File: config.mk
export PLATFORM = sky130hd
export DESIGN_NAME = spi_sensor_seq
export DESIGN_NICKNAME = d
export VERILOG_FILES = /design/src/rtl/spi_sensor_seq.sv
export SDC_FILE = /design/constraint.sdc
export NUM_CORES = 1
export LEC_CHECK = 0
export CAP_MARGIN = 20
export CORE_MARGIN = 4
export CORE_UTILIZATION = 50
export DETAILED_ROUTE_END_ITERATION = 6
export GPL_TIMING_DRIVEN = 0
export PLACE_DENSITY = 0.82
export SYNTH_ARGS = -nofsm -noshare
export SYNTH_HDL_FRONTEND = slang
export SYNTH_SLANG_ARGS = --single-unit
File: constraint.sdc
create_clock -name clk -period 2.6 [get_ports clk]
set_input_delay 0.52 -clock clk [delete_from_list [all_inputs] [get_ports clk]]
set_output_delay 0.52 -clock clk [all_outputs]
set_load 0.02 [all_outputs]
File: src/rtl/spi_sensor_seq.sv
// Sequences an SPI sensor: waits out power-up, sends two config writes, then
// reads a high/low byte pair per data-ready interrupt and presents the 16-bit result.
//
// state  | meaning
// PWR_WT | counting the power-up delay
// CFG0   | issuing first config write (wrt high)
// CFG0_W | waiting for first config write to finish
// CFG1   | issuing second config write (wrt high)
// CFG1_W | waiting for second config write to finish
// IDLE   | configured, waiting for a pending interrupt
// RDHI   | issuing high-byte read (wrt high)
// RDHI_W | waiting for high-byte read data
// RDLO   | issuing low-byte read (wrt high)
// RDLO_W | waiting for low-byte read data
module spi_sensor_seq #(
    parameter logic [15:0] INIT_WAIT = 16'd1024,
    parameter logic [15:0] CFG0_CMD  = 16'h0D02,
    parameter logic [15:0] CFG1_CMD  = 16'h1160,
    parameter logic [15:0] RDHI_CMD  = 16'hA300,
    parameter logic [15:0] RDLO_CMD  = 16'hA200
) (
    input  logic        clk,
    input  logic        rst_n,
    input  logic        INT,
    output logic        wrt,
    output logic [15:0] cmd,
    input  logic        done,
    input  logic [15:0] rd_data,
    output logic        cfg_rdy,
    output logic [15:0] meas,
    output logic        vld
);

    typedef enum logic [3:0] {
        PWR_WT, CFG0, CFG0_W, CFG1, CFG1_W, IDLE, RDHI, RDHI_W, RDLO, RDLO_W
    } state_t;

    state_t      state;
    logic [15:0] cnt;
    logic        int_s1, int_s2, int_s3;
    logic        int_pend;
    logic        int_rise;
    logic [7:0]  hi;
    logic        unused_rd_hi;

    assign int_rise     = int_s2 & ~int_s3;
    assign unused_rd_hi = ^rd_data[15:8];

    always_ff @(posedge clk or negedge rst_n) begin
        if (!rst_n) begin
            int_s1 <= 1'b0;
            int_s2 <= 1'b0;
            int_s3 <= 1'b0;
        end else begin
            int_s1 <= INT;
            int_s2 <= int_s1;
            int_s3 <= int_s2;
        end
    end

    // A rise coinciding with the RDHI issue cycle must not be lost, so set wins.
    always_ff @(posedge clk or negedge rst_n) begin
        if (!rst_n)
            int_pend <= 1'b0;
        else if (int_rise)
            int_pend <= 1'b1;
        else if (state == RDHI)
            int_pend <= 1'b0;
    end

    // wrt/cmd are loaded on entry to an issue state so they are high during it;
    // the issue state itself never looks at done, which may still be stale.
    always_ff @(posedge clk or negedge rst_n) begin
        if (!rst_n) begin
            state   <= PWR_WT;
            cnt     <= 16'd0;
            wrt     <= 1'b0;
            cmd     <= 16'h0000;
            cfg_rdy <= 1'b0;
            meas    <= 16'h0000;
            vld     <= 1'b0;
            hi      <= 8'h00;
        end else begin
            wrt <= 1'b0;
            vld <= 1'b0;
            case (state)
                PWR_WT: begin
                    if (cnt == INIT_WAIT - 16'd1) begin
                        state <= CFG0;
                        wrt   <= 1'b1;
                        cmd   <= CFG0_CMD;
                    end else begin
                        cnt <= cnt + 16'd1;
                    end
                end
                CFG0: state <= CFG0_W;
                CFG0_W: begin
                    if (done) begin
                        state <= CFG1;
                        wrt   <= 1'b1;
                        cmd   <= CFG1_CMD;
                    end
                end
                CFG1: state <= CFG1_W;
                CFG1_W: begin
                    if (done) begin
                        state   <= IDLE;
                        cfg_rdy <= 1'b1;
                    end
                end
                IDLE: begin
                    if (int_pend) begin
                        state <= RDHI;
                        wrt   <= 1'b1;
                        cmd   <= RDHI_CMD;
                    end
                end
                RDHI: state <= RDHI_W;
                RDHI_W: begin
                    if (done) begin
                        hi    <= rd_data[7:0];
                        state <= RDLO;
                        wrt   <= 1'b1;
                        cmd   <= RDLO_CMD;
                    end
                end
                RDLO: state <= RDLO_W;
                RDLO_W: begin
                    if (done) begin
                        meas  <= {hi, rd_data[7:0]};
                        vld   <= 1'b1;
                        state <= IDLE;
                    end
                end
                default: state <= PWR_WT;
            endcase
        end
    end

endmodule

==> summary.txt, run 1 <==
Status
  – Outcome: complete, no violations

STA
  – Setup_tns: 0 ps
  – Min Clock Period, post-route: 2360 ps
  – Worst slack on hold paths: 106 ps
  – Post-route worst setup slack: 239 ps
  – Slew of the pin with the lowest slew margin: 842 ps
  – Worst-case headroom to the max-slew limit: 0.433
  – Total setup violations reported at the end of the flow: 0
  – Final clock skew: 4.33 ps
  – Pins Over Slew Limit: 0
  – RSZ-0062 raised after global routing: no
  – Number of hold-slack violations in the final timing report: 0
  – Final worst-path cycle share: 0.908
  – Max Freq: 424 MHz

Floorplan
  – Chip Height: 77.4 microns
  – Number of rows in the core area: 24
  – DIE AREA: 5990 sq um
  – Die Span X: 77.4 microns
  – Core Region: 4500 sq um
  – Initial cell density of the core: 0.535
  – Num ports: 55

Routing
  – Detailed-router iteration count before antenna repair: 4
  – Via count: 1559
  – Routed Wire Length: 4180 microns
  – Total DRC errors in the routed layout: 0
  – Detailed Route Iter0 Violations: 87
  – Vias per Instance: 5.18
  – Antenna-violating nets left: 0
  – Routed WL per cell: 13.9 microns

Global routing
  – Vias in the first global route: 1517
  – Largest net degree at the start of global routing: 43
  – Antenna violations before repair: 0
  – Wire length of the first global-routing pass: 7360 microns
  – Aggregate global routing overflow: 0
  – Total track usage: 0.151

Synth
  – Number of different library cells in the post-synthesis netlist: 46
  – Share of the synthesized area in compound gates (AO/OA/AOI/OAI): 0.0571
  – Combinational family with the most area after synthesis: simple AND/OR/NAND/NOR gates
  – Warnings from Yosys: 0
  – Simple-gate share of the synthesized area: 0.134
  – Netlist Area Pre-Place: 2410 sq um
  – Adder-Cell Fraction of Synth Area: 0.00519
  – Ys flop type: dfrtp_1
  – Count of flip-flops with a built-in enable after synthesis: 0
  – Gate Count Post-Synth: 196
  – Mapped Avg Cell Area: 12.3 sq um
  – Number of synthesized register bits: 55
  – Register area share after synthesis: 0.571
  – XOR/XNOR share of the synthesized area: 0.0545
  – Proportion of synthesized flip-flops having asynchronous set or reset: 1.00
  – Multiplexer fraction of the synthesized cell area: 0.121

Clock network
  – CTS buffer count: 5
  – Quantity of gates resized following cts: 0
  – Clock tree from TritonCTS: yes
  – Number of levels the H-tree was split into: 2
  – Clock latency on the worst-skew pair: 300 ps
  – Clock net sink count: 55
  – Hold-fix buffers at CTS: 0
  – Cell chosen for the clock root: clkbuf_8
  – Clock-pin slew of the registers on the worst-case setup and hold paths: 90 ps
  – Worst-case clock buffer depth: 2
  – Postcts setup bufs: 0

Critical path
  – Element type at the critical path start: input port
  – Max incr delay on CP: 620 ps
  – Critical Setup Path Class: in -> reg
  – Peak fanout along the critical path: 10
  – Slowest CP cell: clkdlybuf4s50_1
  – Category of cells accounting for the largest share of critical-path delay: buffers and inverters
  – Bufs and invs on worst path: 2
  – Data required time of the critical path: 2790 ps
  – CP Capture Type: flop
  – Arrival time worst endpoint: 2550 ps
  – Crit-path cells: clkdlybuf4s50_1 > nor2b_1 > nand4b_1 > clkbuf_1 > mux2_2

Layout
  – Relative area change from synthesis to final layout: 25.1%
  – Most common cell after layout, fill and taps aside: dfrtp_1
  – Fraction of the core area covered by cells at the end of the flow: 0.669
  – Nets: 270
  – Most used cells in the layout excluding fill and tap cells: dfrtp_1, clkdlybuf4s50_1, mux2_2, xnor2_1, buf_4
  – Post-route standard cell area excluding fillers: 3010 sq um
  – Antenna Cells: 0
  – Layout filler cell count: 341
  – Final non-filler cell total: 301
  – Proportion of layout cells with a drive suffix above 1: 0.213

Power and ir drop
  – Power, Total: 1.46 mW
  – Power per Cell Area: 483 nW/um^2
  – Static power due to leakage: 1.43 nW
  – IR Drop Worst-Case VDD: 0.471 mV

Placed design
  – Placed cell count: 294
  – Post-detail-place hpwl: 3030 microns
  – Post-DP Area: 2910 sq um
  – Buffers added on ports: 40
  – Post-placement worst setup slack: -156 ps
  – Final weighted congestion in routability-driven placement: 0.834

Run
  – Max-cap check violation count: 0

Worst hold path
  – Hold Crit Class: in -> async
[state kept, by name, summed over array words and instances (netlist names)]
name and cells:
cnt 16, state 4, int_pend 1, hi 8
meas 16, int_s2 1, int_s1 1, vld 1
cfg_rdy 1, wrt 1, int_s3 1, cmd 4
[per-layer routing]
layer,routed length (microns),track usage,up-vias,share of wire
li1,-,-,772,-
met1,2070,0.215,748,0.50
met2,1920,0.230,35,0.46
met3,137,0.0336,4,0.033
met4,51,0.0534,0,0.012
met5,0,0,-,0
[cell usage after synthesis, types with 2 or more instances]
library cell,instances,area (sq um)
a21oi_1,6,30.0
clkbuf_1,5,18.8
mux2_2,24,270
o21bai_1,2,15.0
xnor2_1,12,105
xor2_1,3,26.3
nand4_1,6,37.5
o21ai_0,4,20.0
or4_1,3,22.5
nand2b_1,3,18.8
nor2_1,7,26.3
dfrtp_1,55,1380
nand2_1,10,37.5
nand3_1,4,20.0
inv_1,5,18.8
and3_1,5,31.3
nand4bb_1,2,22.5
buf_4,12,90.1
[cell families after synthesis]
family / Yosys count
other cells: 1
simple gates: 54
flops: 55
compound gates: 21
fa+ha+maj: 1
buf+inv: 23
xor+xnor: 15
mux: 26
[worst paths after layout]
path	cells past startpoint	from	to	slack (ps)
max in group asynchronous	2	rst_n	meas[0]	1980
max	5	done	meas[3]	240
min in group clk	0	int_s1	int_s2	360
min	1	rst_n	cnt[1]	110
min reg2reg	0	int_s1	int_s2	360
max reg2reg	5	cnt[12]	cnt[1]	390
[report_power, final]
group,switching [mW],internal (mW),total (mW)
registers,0.000654,0.857,0.858
logic,0.0308,0.0240,0.0548
clock network,0.262,0.282,0.544
total,0.294,1.16,1.46
[final cells by class]
cell class | count | area (sq um) | share of cell area
multi-input cells | 123 | 918 | 0.305
plain buffers | 18 | 114 | 0.0378
inverters | 5 | 18.8 | 0.00623
clock inverters | 2 | 37.5 | 0.0125
well taps | 52 | 65.1 | 0.0216
repair buffers | 41 | 415 | 0.138
flip-flops and latches | 55 | 1380 | 0.457
clock buffers | 5 | 68.8 | 0.0228
No activity file was read; power rests on OpenSTA's default activity.
==> run 2, diff against run 1 <==
Settings changed: ABC_AREA from default to 1, PLACE_DENSITY 0.82 to 0.8.
==> summary.txt, run 2 <==
Placed design
  – Post-detail-place hpwl: 4100 microns
  – Post-DP Area: 3300 sq um
  – Final weighted congestion in routability-driven placement: 0.882
  – Buffers added on ports: 40

Synth
  – Top-area cell type share of the netlist area: 0.495
  – Cell type contributing the most total cell area after synthesis: dfrtp_1
  – Library cell with the highest instance count after synthesis: nand2_1
  – Proportion of synthesized flip-flops having asynchronous set or reset: 1.00
  – Count of flip-flops with a built-in enable after synthesis: 0
  – Warnings from Yosys: 0
  – Top cells by area in the synthesized netlist: dfrtp_1, nand2_1, o21ai_2
  – Number of different library cells in the post-synthesis netlist: 32
  – Most used standard cells in the synthesized netlist: nand2_1, dfrtp_1, inv_1, nor2_1, o21ai_2
  – Ys flop type: dfrtp_1
  – Netlist Area Pre-Place: 2780 sq um
  – Gate Count Post-Synth: 334
  – Mapped Avg Cell Area: 8.33 sq um
  – Register area share after synthesis: 0.495
  – Number of synthesized register bits: 55

Routing
  – Detailed-router iteration count before antenna repair: 4
  – Via count: 2243
  – Detailed Route Iter0 Violations: 128
  – Routed WL per cell: 11.8 microns
  – Vias per Instance: 4.90
  – Total DRC errors in the routed layout: 0
  – Routed Wire Length: 5390 microns
  – Antenna-violating nets left: 0

STA
  – Number of hold-slack violations in the final timing report: 0
  – Pins Over Slew Limit: 0
  – Final worst-path cycle share: 0.739
  – Slew of the pin with the lowest slew margin: 683 ps
  – Final clock skew: 8.29 ps
  – Worst-case headroom to the max-slew limit: 0.545
  – Worst slack on hold paths: 242 ps
  – Min Clock Period, post-route: 1920 ps
  – RSZ-0062 raised after global routing: no
  – Max Freq: 520 MHz
  – Total setup violations reported at the end of the flow: 0

Global routing
  – Total track usage: 0.185
  – Vias in the first global route: 2218
  – Aggregate global routing overflow: 0
  – Antenna violations before repair: 0
  – Largest net degree at the start of global routing: 31
  – Wire length of the first global-routing pass: 9710 microns

Critical path
  – Arrival time worst endpoint: 1400 ps
  – Element type at the critical path start: flop
  – Reg2Reg Launch Point: cnt[0]
  – Data required time of the critical path: 2080 ps
  – Critical Setup Path Class: reg -> out
  – Launch point of the critical path: cmd[13]
  – CP Capture Type: primary output
  – Peak fanout along the critical path: 4
  – Internal reg-to-reg setup slack: 920 ps

Clock network
  – Clock-pin slew of the registers on the worst-case setup and hold paths: 100 ps
  – Quantity of gates resized following cts: 0
  – Clock tree from TritonCTS: yes
  – Hold-fix buffers at CTS: 0
  – Cell chosen for the clock root: clkbuf_8
  – CTS buffer count: 5
  – Clock net sink count: 55
  – Worst-case clock buffer depth: 2
  – Postcts setup bufs: 0
  – Clock latency on the worst-skew pair: 310 ps
  – Number of levels the H-tree was split into: 2

Floorplan
  – Initial cell density of the core: 0.531
  – Core Region: 5240 sq um
  – Chip Height: 82.6 microns
  – Die Span X: 82.6 microns
  – Num ports: 55
  – DIE AREA: 6820 sq um
  – Number of rows in the core area: 26

Layout
  – Nets: 408
  – Relative area change from synthesis to final layout: 22.3%
  – Top flop regs: cnt: 16 flops, meas: 16 flops, hi: 8 flops
  – Proportion of layout cells with a drive suffix above 1: 0.149
  – Post-route standard cell area excluding fillers: 3400 sq um
  – Most common cell after layout, fill and taps aside: nand2_1
  – Most used cells in the layout excluding fill and tap cells: nand2_1, dfrtp_1, clkdlybuf4s50_1, inv_1, nor2_1
  – Fraction of the core area covered by cells at the end of the flow: 0.650
  – Antenna Cells: 0

Status
  – Outcome: complete, no violations

Run
  – Max-cap check violation count: 0

Power and ir drop
  – Static power due to leakage: 1.68 nW
  – Power per Cell Area: 443 nW/um^2
  – IR Drop Worst-Case VDD: 0.302 mV

Worst hold path
  – Hold Crit Class: in -> async
## run 2: cell types whose count changed after synthesis, sizes merged, moves of 5 or more
| cell | delta |
|---|---|
| and3 | -6 |
| buf | +5 |
| clkbuf | -5 |
| inv | +29 |
| mux2 | -25 |
| nand2 | +109 |
| nand3 | +8 |
| nor2 | +28 |
| o21ai | +21 |
| xnor2 | -12 |
| xor2 | +6 |
## run 2: path summary, 6_finish.rpt
path,endpoint,depth (start not counted)
worst max register to register,cnt[2],9
worst min-delay path,cnt[10],1
max in group asynchronous,cnt[7],2
worst max-delay path,cmd[13],2
worst min register to register,int_s2,0
min in group clk,int_s2,0
## run 2: report_power, final
part | switching [mW] | leakage (nW) | internal, mW | total [mW]
Clock | 0.286 | 0.0474 | 0.218 | 0.504
Sequential | 0.00978 | 0.704 | 0.874 | 0.884
Combinational | 0.0661 | 0.932 | 0.0548 | 0.121
Total | 0.362 | 1.68 | 1.15 | 1.51
## run 2: area by class of cell
class                   instances  area, sq um
flip-flops and latches         55         1380
clock inverters                 2         16.3
plain buffers                  18          154
repair buffers                 41          415
inverters                      36          140
well taps                      70         87.6
fillers                       458         1830
clock buffers                   6         82.6
multi-input cells             230         1130
## run 2: logic make-up after synthesis
kind of cell               count (synthesis)  share of synthesized area
and+or+nand+nor                          181                      0.280
AOI/OAI and AO/OA                         33                     0.0859
other                                      1                    0.00135
adders and majority gates                  1                    0.00450
xor gates and xnor gates                   9                     0.0283
DFF                                       55                      0.495
buffers and inverters                     54                      0.106
## run 2: metal layers
metal	wire length, microns	global-route usage	vias up
li1	-	-	1129
met1	2530	0.245	1046
met2	2460	0.297	59
met3	308	0.0412	9
met4	92	0.0686	0
met5	0	0	-
## run 2: stage by stage
stage / power, mW / instances / setup WS [ps] / setup TNS [ps]
4_1_cts: 1.53 / 458 / 651 / 0
3_5_place_dp: 1.02 / 450 / 565 / 0
3_3_place_gp: 1.02 / 449 / -706 / -38750
2_1_floorplan: 0.956 / 339 / 1160 / 0
5_1_grt: 1.58 / 458 / 579 / 0
6_report: 1.51 / 458 / 679 / 0
## run 2: worst max-delay path: stages (launching register included)
cell,delay [ps]
dfrtp_1,390
buf_4,120
clkdlybuf4s50_1,590
==> run 3, diff against run 2 <==
Clock period 2.6 ns to 1.97 ns, I/O delays scaled along.
==> results of run 3 <==
The final DEF is identical to that of run 2. Status: complete, no violations.
Main changes from that run: setup slack after placement 565 ps -> 60.6 ps; setup slack after layout 679 ps -> 175 ps; hold slack 242 ps -> 116 ps; register-to-register setup slack 920 ps -> 290 ps; total power 1.51 mW -> 1.99 mW; worst IR drop on VDD 0.302 mV -> 0.398 mV
==> RTL change 1, RTL diff (settings of run 1) <==
Encoding of `state_t`: now one-hot (10 bits for 10 states).
--- a/src/rtl/spi_sensor_seq.sv
+++ b/src/rtl/spi_sensor_seq.sv
@@ -33,4 +33,4 @@
 
-    typedef enum logic [3:0] {
-        PWR_WT, CFG0, CFG0_W, CFG1, CFG1_W, IDLE, RDHI, RDHI_W, RDLO, RDLO_W
+    typedef enum logic [9:0] {
+        PWR_WT = 10'b0000000001, CFG0 = 10'b0000000010, CFG0_W = 10'b0000000100, CFG1 = 10'b0000001000, CFG1_W = 10'b0000010000, IDLE = 10'b0000100000, RDHI = 10'b0001000000, RDHI_W = 10'b0010000000, RDLO = 10'b0100000000, RDLO_W = 10'b1000000000
     } state_t;
Check against the original RTL: same outputs for any inputs over 10 cycles, from zero or initial values and one cycle with rst_n low; not proved beyond that.
==> RTL change 1 against run 1 <==
Cell area grew 16%; register-to-register slack barely moved; routed wire length increased by 23%; clock skew up 0.0065 ns; combinational power is 22% higher; count of clock-buffer cells in the layout grew 5; total power increased by 40%; critical path depth increased by 1; area after synthesis is 12% higher; synthesized cell count rose by 11%; sequential cell count increased by 6; worst setup slack better by 0.15 ns; critical path type is now reg -> reg; critical endpoint is now cmd[13]; largest cell class unchanged.
==> RTL change 1: results (changes against run 1) <==
POWER AND IR DROP
------------------------------------------------------------------------------
VDD IR-drop max .................................................     0.435 mV   -7.6%
Leakage .........................................................      1.78 nW   +25%

PLACE
------------------------------------------------------------------------------
Dpl ws ..........................................................    0.0948 ns   +0.251 ns
Instance count after placement with tap cells included ..........          333   +13%
Placement-stage cell area .......................................     3230 µm²   +11%
Final estimated routing congestion in global placement ..........        0.839   +0.62%

LOGIC SYNTHESIS
------------------------------------------------------------------------------
Area fraction in compound gates after synthesis .................       0.0495   -0.00767
Most numerous cell types in the synthesized netlist ............. dfrtp_1, mux2_2, buf_4, nand3_1, nor2_1
Mux share of post-synthesis cell area ...........................        0.108   -0.0129
Share of synthesized area occupied by flip-flops and latches ....        0.564   -0.00693
Post-synthesis adder-cell area fraction .........................      0.00462   -0.000572
Xor and xnor fraction of the mapped netlist area ................       0.0550   +0.000471

ROUTE
------------------------------------------------------------------------------
Average wire per cell in the routed design ......................      14.8 µm   +6.4%
Detailed-route wire length ......................................      5150 µm   +23%
Detailed Route Iter0 Violations .................................          145   +67%

FINISH
------------------------------------------------------------------------------
Top flop regs ................................................... cnt: 16 flops, meas: 16 flops, state: 10 flops
Fraction of layout instances using a drive strength above 1 .....        0.240   +0.0273

GRT
------------------------------------------------------------------------------
Vias in the first global route ..................................         1882   +24%
First-pass GRT wire length ......................................      9090 µm   +24%

CRITICAL PATH
------------------------------------------------------------------------------
Slowest cell on the critical path ...............................       nor4_2
CP delay by family, top ......................................... simple AND/OR/NAND/NOR gates

CLOCK TREE
------------------------------------------------------------------------------
CTS buffer count ................................................            9   +4
Clock transition at path regs ...................................      0.07 ns   -0.02 ns
Insertion delay of the later-clocked pin in the worst-skew pair .      0.35 ns   +0.05 ns

OUTCOME
------------------------------------------------------------------------------
Result of the run ............................................... finished, final reports clean

[RTL change 1: changes by cell type in the layout (fill, tap and decap cells not counted), sizes merged, moves of 5 or more]
cell / before / now
a21oi: 7 / 1
and3: 6 / 0
dfrtp: 55 / 60
nand3: 4 / 12
nor2: 7 / 12
nor4: 1 / 9
o21ai: 6 / 1
xor2: 3 / 8
[RTL change 1: cell type report]
class	instances	area [µm²]	share of cell area
buffer	17	114	0.0327
clock buffer	10	128	0.0367
clock inverter	6	111	0.0320
inverter	7	26.3	0.00755
multi-input combinational	137	1070	0.308
sequential	61	1530	0.439
tap	70	87.6	0.0252
timing repair buffer	41	415	0.119
[RTL change 1: power breakdown]
part | internal (W) | switching, W | total, W
logic | 0.0000295 | 0.0000373 | 0.0000668
registers | 0.000952 | 0.00000161 | 0.000954
clock network | 0.000636 | 0.000376 | 0.00101
[RTL change 1: path summary, 6_finish.rpt]
kind                       slack, ns       end  startpoint
max in group asynchronous       1.69  state[0]       rst_n
hold reg to reg                 0.35    int_s2      int_s1
min in group clk                0.35    int_s2      int_s1
setup / recovery                0.39   cmd[13]    state[4]
setup reg to reg                0.39   cmd[13]    state[4]
hold / removal                  0.23   cfg_rdy       rst_n
[RTL change 1: per-stage QoR]
stage / setup TNS (ns) / total power (W)
after floorplan: 0 / 0.000993
after global placement: -54.72 / 0.00104
after detailed placement: 0 / 0.00104
after CTS: 0 / 0.00205
after global routing: 0 / 0.00211
final: 0 / 0.00203
[RTL change 1: routing by layer]
layer / part of all wire / wire (µm) / vias up / global-route usage
met5: 0 / 0 / - / 0
met1: 0.45 / 2310 / 941 / 0.240
met2: 0.47 / 2430 / 43 / 0.274
met4: 0.017 / 88 / 0 / 0.0797
li1: - / - / 874 / -
met3: 0.064 / 328 / 10 / 0.0625
==> RTL change 2, RTL diff (flow settings as in run 1) <==
Made on the original files. Make the reset (`rst_n`) synchronous in 3 clocked blocks.
--- a/src/rtl/spi_sensor_seq.sv
+++ b/src/rtl/spi_sensor_seq.sv
@@ -48,3 +48,3 @@
 
-    always_ff @(posedge clk or negedge rst_n) begin
+    always_ff @(posedge clk) begin
         if (!rst_n) begin
@@ -61,3 +61,3 @@
     // A rise coinciding with the RDHI issue cycle must not be lost, so set wins.
-    always_ff @(posedge clk or negedge rst_n) begin
+    always_ff @(posedge clk) begin
         if (!rst_n)
@@ -72,3 +72,3 @@
     // the issue state itself never looks at done, which may still be stale.
-    always_ff @(posedge clk or negedge rst_n) begin
+    always_ff @(posedge clk) begin
         if (!rst_n) begin
Behaviour: no difference found for any inputs over 10 cycles, from zero or initial values and one cycle with rst_n low; that may be too few to reach the edited logic, so the function may still have changed.
==> RTL change 2 against run 1 <==
Critical path depth is 1 lower; critical endpoint is now cmd[12]; cell area rose by 1.2%; worst setup slack worse by 0.023 ns; sequential cell count unchanged; critical path type is now reg -> reg; count of clock-buffer cells in the layout is the same; global-route usage rose by 3.1 points; largest cell class is now multi-input gates; area after synthesis rose by 1.8%; cell count increased by 34%; non-clock buffer count is 10 higher; synthesized cell count rose by 45%; via count grew 40%; routed wire length is 31% higher; clock skew is 0.0012 ns higher.
Power is not compared: it rests on default switching activity, and its combinational part moved more than twofold at a synthesized area within 25%.
==> RTL change 2: results (changes against run 1) <==
OUTCOME
------------------------------------------------------------------------------------
Result of the run ..................................................... finished, final reports clean

GRT
------------------------------------------------------------------------------------
Vias in the first global route ........................................         2008   +32%
Met3 track utilization from global routing ............................       0.0550   +0.0215
Grt met1 use ..........................................................        0.223   +0.00744
Met2 Track Usage GR ...................................................        0.307   +0.0777
First-pass GRT wire length ............................................      9050 µm   +23%
Antenna violations before repair ......................................            0   unchanged
All-Layer GR Usage ....................................................        0.183   +0.0315
Largest net degree at the start of global routing .....................           17   -60%

CRITICAL PATH
------------------------------------------------------------------------------------
Logic depth of the worst register-to-register path ....................            4   -1
Slowest cell on the critical path .....................................    a2111oi_1
Data arrival, critical path ...........................................      2.56 ns   about the same
Start of the worst register-to-register path ..........................       cnt[9]
Sort of element at the start of the critical path .....................     register

ROUTE
------------------------------------------------------------------------------------
Met3 wirelength from detailed routing .................................       396 µm   +190%
Average wire per cell in the routed design ............................      13.6 µm   -1.8%
Detailed Route Iter0 Violations .......................................          172   +98%
Post-Route M1 WL ......................................................      2430 µm   +18%
Met2 WL ...............................................................      2580 µm   +34%
Vias per Instance .....................................................         5.45   +5.2%

PLACE
------------------------------------------------------------------------------------
Final estimated routing congestion in global placement ................        0.892   +7.0%
Input/output buffers ..................................................           39   -2.5%
HPWL Detailed .........................................................      3890 µm   +28%
Placement-stage cell area .............................................     2940 µm²   +1.2%
Dpl ws ................................................................     0.174 ns   +0.329 ns

LOGIC SYNTHESIS
------------------------------------------------------------------------------------
Xor and xnor fraction of the mapped netlist area ......................       0.0107   -0.0438
Area fraction in compound gates after synthesis .......................        0.167   +0.110
Mux share of post-synthesis cell area .................................       0.0449   -0.0761
Share of flip-flops with an asynchronous set or reset after synthesis .            0   -1.00
Top flip-flop cell by instance count after synthesis ..................      dfxtp_1
Most numerous cell types in the synthesized netlist ................... dfxtp_1, nand2_1, a21oi_1, nor2_1, clkbuf_1
Post-synthesis adder-cell area fraction ...............................      0.00510   -0.0000902
Distinct cell type count of the synthesized netlist ...................           48   +4.3%
Share of synthesized area occupied by flip-flops and latches ..........        0.449   -0.122
Largest cells by area after synthesis ................................. dfxtp_1, a21oi_1, nand2_1

STA
------------------------------------------------------------------------------------
Worst clock skew on the final layout ..................................   0.00552 ns   +0.00119 ns
Max transition margin .................................................        0.511   +0.0773

POWER AND IR DROP
------------------------------------------------------------------------------------
Final Power ...........................................................    0.00204 W
VDD IR-drop max .......................................................     0.402 mV

FINISH
------------------------------------------------------------------------------------
Layout fillers ........................................................          398   +17%
Fraction of layout instances using a drive strength above 1 ...........       0.0806   -0.132
Nets@finish ...........................................................          356   +32%

CLOCK TREE
------------------------------------------------------------------------------------
Number of buffers between clock root and the deepest sink .............            2   unchanged
H-tree levels .........................................................            2   unchanged

MIN PATH
------------------------------------------------------------------------------------
Path type of the worst min-delay path .................................   reg -> reg

RTL change 2: per-stage QoR:
stage	utilization	instances
after floorplan	-	289
after global placement	0.623	395
after detailed placement	0.623	395
after CTS	0.646	402
after global routing	0.646	402
final	0.646	402
RTL change 2: final cells by class:
type,count,area [µm²],share of cell area
Clock inverter,2,37.5,0.0123
Timing Repair Buffer,39,390,0.128
Sequential cell,55,1100,0.361
Inverter,6,22.5,0.00738
Clock buffer,5,68.8,0.0226
Buffer,30,174,0.0570
Tap cell,67,83.8,0.0275
Multi-Input combinational cell,198,1170,0.385
RTL change 2: final timing paths:
path / to / slack (ns)
min: int_s2 / 0.45
min reg2reg: int_s2 / 0.45
max: cmd[12] / 0.22
max reg2reg: cmd[12] / 0.22
RTL change 2: critical path: cells and delay by family (launching register included):
family	cells	cell delay (ns)
AO/OA/AOI/OAI	2	0.85
AND/OR/NAND/NOR	2	0.98
flip-flops	1	0.42
